<file path="config.mk">
export PLATFORM = sky130hd
export DESIGN_NAME = ps2_host_tx
export DESIGN_NICKNAME = d
export VERILOG_FILES = /design/src/rtl/ps2_host_tx.sv
export SDC_FILE = /design/constraint.sdc
export NUM_CORES = 1
export LEC_CHECK = 0
export BUFFER_PORTS_ARGS = -buffer_cell sky130_fd_sc_hd__buf_2
export CORE_ASPECT_RATIO = 2
export CORE_UTILIZATION = 54
export DETAILED_ROUTE_END_ITERATION = 10
export GPL_TIMING_DRIVEN = 0
export PLACE_DENSITY_LB_ADDON = 0.08
export SETUP_SLACK_MARGIN = 0.05
export SYNTH_ARGS = -nofsm -noshare
export SYNTH_HDL_FRONTEND = slang
export SYNTH_SLANG_ARGS = --single-unit
</file>
<file path="constraint.sdc">
create_clock -name clk -period 2.1 [get_ports clk]
set_clock_uncertainty 0.15 [all_clocks]
set_input_delay 0.21 -clock clk [delete_from_list [all_inputs] [get_ports clk]]
set_output_delay 0.21 -clock clk [all_outputs]
set_load 0.03 [all_outputs]
</file>
<file path="src/rtl/ps2_host_tx.sv">
// Host-to-device PS/2 transmitter: inhibit, request-to-send, device-clocked shift of
// 8 data bits + odd parity + stop, then ACK check; every device-clocked phase is timed out.
module ps2_host_tx #(
  parameter int INHIBIT_CYCLES = 5000,
  parameter int TIMEOUT_CYCLES = 750000,
  parameter int CNT_W          = 20
) (
  input  logic       clk,
  input  logic       rst_n,
  input  logic       ps2_clk,
  input  logic       ps2_data,
  output logic       ps2_clk_low,
  output logic       ps2_data_low,
  input  logic [7:0] tx_data,
  input  logic       tx_valid,
  output logic       tx_ready,
  output logic       tx_done,
  output logic       tx_err
);

  // Handshake: a byte is taken on any clk edge where tx_valid && tx_ready; tx_ready is high
  // only in IDLE, and exactly one of tx_done/tx_err pulses for one cycle per accepted byte.
  typedef enum logic [2:0] {IDLE, INHIBIT, SEND, ACK, WAIT_IDLE} state_t;

  localparam logic [CNT_W-1:0] INH_LAST = CNT_W'(INHIBIT_CYCLES - 1);
  localparam logic [CNT_W-1:0] TO_LAST  = CNT_W'(TIMEOUT_CYCLES - 1);

  state_t           state, state_next;
  logic [1:0]       clk_sync, data_sync;
  logic             clk_prev;
  logic             clk_s, data_s, fall;
  logic [CNT_W-1:0] cnt, cnt_next;
  logic [7:0]       shift_reg, shift_next;
  logic             parity, parity_next;
  logic [3:0]       bit_idx, bit_idx_next;
  logic             data_low_q, data_low_next;
  logic             cur_bit;

  assign clk_s  = clk_sync[1];
  assign data_s = data_sync[1];
  assign fall   = clk_prev & ~clk_s;

  // Idle bus level is high, so synchronizers reset to 1 to avoid a phantom fall.
  always_ff @(posedge clk or negedge rst_n) begin
    if (!rst_n) begin
      clk_sync  <= 2'b11;
      data_sync <= 2'b11;
      clk_prev  <= 1'b1;
    end else begin
      clk_sync  <= {clk_sync[0], ps2_clk};
      data_sync <= {data_sync[0], ps2_data};
      clk_prev  <= clk_s;
    end
  end

  always_ff @(posedge clk or negedge rst_n) begin
    if (!rst_n) begin
      state      <= IDLE;
      cnt        <= '0;
      shift_reg  <= '0;
      parity     <= 1'b0;
      bit_idx    <= '0;
      data_low_q <= 1'b0;
    end else begin
      state      <= state_next;
      cnt        <= cnt_next;
      shift_reg  <= shift_next;
      parity     <= parity_next;
      bit_idx    <= bit_idx_next;
      data_low_q <= data_low_next;
    end
  end

  // Bit driven on the fall with index bit_idx: 0..7 data LSB first, 8 parity, 9 stop.
  always_comb begin
    cur_bit = 1'b1;
    if (bit_idx < 4'd8)       cur_bit = shift_reg[bit_idx[2:0]];
    else if (bit_idx == 4'd8) cur_bit = parity;
  end

  always_comb begin
    state_next    = state;
    cnt_next      = cnt;
    shift_next    = shift_reg;
    parity_next   = parity;
    bit_idx_next  = bit_idx;
    data_low_next = data_low_q;
    ps2_clk_low   = 1'b0;
    ps2_data_low  = 1'b0;
    tx_ready      = 1'b0;
    tx_done       = 1'b0;
    tx_err        = 1'b0;
    case (state)
      IDLE: begin
        tx_ready = 1'b1;
        if (tx_valid) begin
          shift_next    = tx_data;
          parity_next   = ~^tx_data;
          cnt_next      = '0;
          bit_idx_next  = '0;
          data_low_next = 1'b0;
          state_next    = INHIBIT;
        end
      end
      INHIBIT: begin
        ps2_clk_low = 1'b1;
        if (cnt == INH_LAST) begin
          ps2_data_low  = 1'b1;
          data_low_next = 1'b1;
          cnt_next      = '0;
          state_next    = SEND;
        end else begin
          cnt_next = cnt + CNT_W'(1);
        end
      end
      SEND: begin
        ps2_data_low = data_low_q;
        if (fall) begin
          cnt_next      = '0;
          data_low_next = ~cur_bit;
          bit_idx_next  = bit_idx + 4'd1;
          if (bit_idx == 4'd9) state_next = ACK;
        end else if (cnt == TO_LAST) begin
          ps2_data_low  = 1'b0;
          data_low_next = 1'b0;
          tx_err        = 1'b1;
          state_next    = IDLE;
        end else begin
          cnt_next = cnt + CNT_W'(1);
        end
      end
      ACK: begin
        if (fall) begin
          cnt_next = '0;
          if (!data_s) begin
            state_next = WAIT_IDLE;
          end else begin
            tx_err     = 1'b1;
            state_next = IDLE;
          end
        end else if (cnt == TO_LAST) begin
          tx_err     = 1'b1;
          state_next = IDLE;
        end else begin
          cnt_next = cnt + CNT_W'(1);
        end
      end
      WAIT_IDLE: begin
        if (clk_s && data_s) begin
          tx_done    = 1'b1;
          state_next = IDLE;
        end else if (fall) begin
          cnt_next = '0;
        end else if (cnt == TO_LAST) begin
          tx_err     = 1'b1;
          state_next = IDLE;
        end else begin
          cnt_next = cnt + CNT_W'(1);
        end
      end
      default: state_next = IDLE;
    endcase
  end

endmodule
</file>
* Yosys cells after proc, flatten, opt, wreduce, memory -nomap -nowiden
Cells that the tools add are included.
Storage, ports and cells: input bits 13, register bits after elaboration 42, bits in latches 0, memories 0, bits in read-only memories 0, word-level logic and storage cells 83, bits in writable memories 0
Operators by class: reduce and logical (&&, ||, !) cells 12, div/mod/pow operators 0, $add $sub $neg 2, eq/ne operators 14, shifts and indexed selects 0, mux-type cells 41, multiply operators 0, bitwise operators 3, magnitude comparators 2
Operator list (number):
- 20-bit two-way mux | 5
- 20-bit one-hot mux with 4 select lines | 1
- 3-bit two-way mux | 9
- 20-bit by 1-bit adder with 20-bit output (second input constant) | 1
- 20-bit by 13-bit == test with 1-bit output (second input constant) | 1
- 20-bit == test (second input constant) | 1
- 1-bit two-way mux | 18
- 3-bit one-hot mux with 5 select lines | 1
- 3-bit AND reduction | 3
- 4-bit == test (second input constant) | 2
- 4-bit two-way mux | 2
- 2-bit inequality test (second input constant) | 4
- 4-bit one-hot mux with 2 select lines | 1
- 8-bit XNOR reduction | 1
- 3-bit by 2-bit == test with 1-bit output (second input constant) | 2
- 3-bit inequality test (second input constant) | 2
- 1-bit one-hot mux with 3 select lines | 2
- 4-bit by 1-bit adder with 4-bit output (second input constant) | 1
- 3-bit by 4-bit < comparator with 1-bit output (second input constant) | 1
- 4-bit < comparator (second input constant) | 1
- 4-bit AND reduction | 1
- 4-bit nonzero test | 1
- 1-bit binary-select mux with 3-bit select | 1
- 3-bit by 1-bit == test with 1-bit output (second input constant) | 1
- other kinds (10) | 11

* Depth between registers and ports, before layout
depth in word-level cells 6, depth in mapped cells 7, depth with buffers taken out 7

* Worst setup path before layout
No wires, ideal clock.
kind register to output, start register cnt[15], end output ps2_data_low, data required time 1740 ps, stages on the path, launching flop included 6, slack -499 ps, data arrival time 2239 ps, cells stage by stage dfrtp_1 buf_6 or4_4 nor4_4 nand2_1 o31ai_1
On the way: word-level cells in the longest chain between the ends 4
RTL lines:
- start, declared | RTL line 32 | logic [CNT_W-1:0] cnt, cnt_next;
- start signal, assigned | RTL line 66 | cnt <= cnt_next;
- 20-bit == test | RTL line 123 | end else if (cnt == TO_LAST) begin
- 1-bit two-way mux
- 1-bit two-way mux | RTL line 118 | if (fall) begin
- 1-bit one-hot mux with 2 select lines (*) | RTL line 93 | case (state)
- end, declared | RTL line 13 | output logic ps2_data_low,
Every way passes the cells marked *; elsewhere a longest branch is shown, timed or not.

* Final worst setup path
start register cnt[11], end output ps2_data_low
The elaborated chain is that of the path after synthesis.

==> flow_summary.toml <==
[status]
outcome = "finished, violations left"
failed_checks = "setup timing"

[detailed_routing]
drt_iter0_markers = 95
wl_um = 7630
drc = 0
ant_nets = 0
routed_via_density = 6.48
first_pass_iters = 4
vias = 2399
wl_per_cell_um = 20.6

[place]
globalplace.congestion = 0.889
dp_hpwl_um = 4870
dp_slack_ps = -380
numPortBuffers = 17

[global_route]
grtUsageMet3 = 0.0362
grt_max_degree = 43
grt_pass1_vias = 2428
grt_pass1_wl_um = 11600
grt_busiest_layer = "met2"
antenna_found_initial = 0
met1_usage = 0.289
grt.met2_usage = 0.587
grt_overflow_total = 0
grt_usage = 0.308

[cts]
cts_sinks = 42
clock_path_buffers = 2
cts_root_buf = "clkbuf_8"
numCtsBuffers = 5
cts_tree = "built"
path_clk_slew_ps = 100
clk_latency_ps = 310
htree_levels = 2

[pwr]
power_leakage_uw = 0.00142
combPwrFrac = 0.544
p_int_uw = 2260
swShare = 0.407
finalPower_uw = 3810
power_per_cell_area_mw_per_mm2 = 1100
switching_power_uw = 1550
ir_drop_v = 0.000909
pwr-share-clk = 0.154
p_seq_frac = 0.301

[sta]
slew_headroom = 0.363
rsz0062_at_grt = "yes"
maxSlewViolCount = 0
finalSetupViolations = 25
hold_ws_ps = 4.53
tightestPinTransition_ps = 956
layout_setup_ws_ps = -343
hold_viol = 0
fin_crit_ps = 2440
period_share = 1.16
fmax_ghz = 0.409

[yosys]
synth_ff_type = "dfrtp_1"
synth-seq-cells = 42
synth_edf_count = 0
syn_area_per_cell_um2 = 10.2
syn-num-nets = 276
async_flop_share = 1.00
synth.distinct_cells = 62
yosysSeqAreaShare = 0.400
synth_warnings = 0
synth_area_mm2 = 0.00264
syn-instance-count = 259

[floorplanning]
core_area_mm2 = 0.00464
die_width_um = 51.4
io_pins = 18
initial_core_util = 0.569
die_area_mm2 = 0.00519
die_y_um = 101
rows = 35

[min_path]
hold_start = "tx_data[7]"
min_path_type = "input pin to register"
whs_path_depth = 2
holdPathEnd = "shift_reg[7]"

[setup_path]
r2r_slack_ps = -170
r2r_start = "cnt[3]"
end_kind = "output port"
cp_top_family = "simple AND/OR/NAND/NOR gates"
crit_fanout = 5
required_ps = 1740
critPathSlowestCell = "or4_4"
reg2reg_depth = 8
crit_buf_inv = 1
worst_r2r_endpoint = "cnt[19]"
max_stage_delay_ps = 580
critical_path.startpoint_type = "register"
arrival_ps = 2080
crit_chain = "or4_4 > nor2_4 > nand2_2 > o211ai_1 > o31ai_4 > buf_6"
crit_type = "register to output port"

[final_layout]
largest_reg_flops = 20
antennaDiodeCount = 0
num-nets-final = 331
layout_common_cells = "buf_4 (28), dfrtp_1 (28), nor2_1 (18), buf_2 (16), nand2_1 (16)"
post-route-util = 0.743
area_growth_pct = 30.6
drive_gt1_frac = 0.460

[job]
cap_violations = 0
## logic make-up after synthesis
logic type      synth area share
xor+xnor                  0.0299
flops                      0.400
compound gates             0.250
mux                       0.0555
fa+ha+maj                 0.0190
simple gates               0.203
buf+inv                   0.0417
## final cells by class
| type | instances | area [µm²] |
|---|---|---|
| buffer | 9 | 76.3 |
| tap | 55 | 68.8 |
| sequential | 42 | 1070 |
| timing repair buffer | 51 | 429 |
| multi-input combinational | 198 | 1680 |
| inverter | 7 | 26.3 |
| fill | 337 | 1190 |
| clock buffer | 5 | 68.8 |
| clock inverter | 3 | 28.8 |
## through the flow
step / TNS (ps) / instance area [µm²] / instances
6_report: -3130 / 3450 / 370
3_3_place_gp: -4720 / 2830 / 331
3_5_place_dp: -5140 / 2830 / 331
2_1_floorplan: -314 / 2670 / 259
4_1_cts: -3700 / 3280 / 358
5_1_grt: -5900 / 3450 / 370
## how the worst max path moves through the flow
stage	slack (ps)	cells past startpoint	startpoint	to
after floorplan	-120	5	cnt[15]	ps2_data_low
after global placement	-340	6	cnt[11]	ps2_data_low
after detailed placement	-380	6	cnt[11]	ps2_data_low
after CTS	-440	7	cnt[15]	ps2_data_low
after global routing	-450	5	cnt[5]	ps2_data_low
final	-340	6	cnt[11]	ps2_data_low
## cell usage after synthesis, drive strengths merged (2+ instances only)
master	count	share of area
xnor2	7	0.023
or4	4	0.013
and3	2	0.0047
o21ai	13	0.025
a31oi	4	0.0095
nor2	19	0.027
o31a	2	0.0066
nand3b	2	0.0057
nor4	5	0.020
clkbuf	4	0.0057
mux4	2	0.017
ha	4	0.019
o41ai	2	0.0095
xor2	2	0.0066
nand2b	5	0.015
o31ai	10	0.034
a21boi	4	0.011
buf	9	0.026
inv	7	0.010
nand4	8	0.019
nand3	7	0.013
nor3	4	0.0076
nand2	20	0.028
and2	6	0.014
o211ai	2	0.0057
dfrtp	37	0.35
a22o	7	0.023
a21oi	8	0.019
o21bai	2	0.0057
or2	2	0.0047
dfstp	5	0.050
nor2b	4	0.012
a21o	4	0.011
a22oi	13	0.052
mux2	9	0.038
## power by group through the flow
stage,Combinational [µW],Clock [µW],Sequential (µW)
after floorplan,1110,0,1100
after global placement,1390,0,1150
after detailed placement,1410,0,1150
after CTS,1930,598,1150
after global routing,2190,615,1160
final,2070,587,1150
## worst register-to-register path: stages (launching register included)
cell,delay [ps]
dfrtp_2,410
or4_4,550
nor4_4,300
buf_4,190
a21oi_4,100
nand2b_4,170
buf_12,130
buf_16,120
o31ai_2,50
## repair_timing
action / CTS / global route
buffers inserted: 17 / 13
hold endpoints to repair: 39 / 0
pin swaps: 21 / 10
gates cloned: 3 / 0
resized for setup: 42 / 25
hold buffers: 3 / 0
endpoints found under the setup margin: 29 / 35
## metal layers
layer / up-vias / share of wire / routed length (µm)
met3: 35 / 0.026 / 195
met4: 0 / 0.066 / 502
met5: - / 0 / 0
li1: 1089 / - / -
met1: 1194 / 0.33 / 2490
met2: 81 / 0.58 / 4440
No activity file was read; power rests on OpenSTA's default activity.
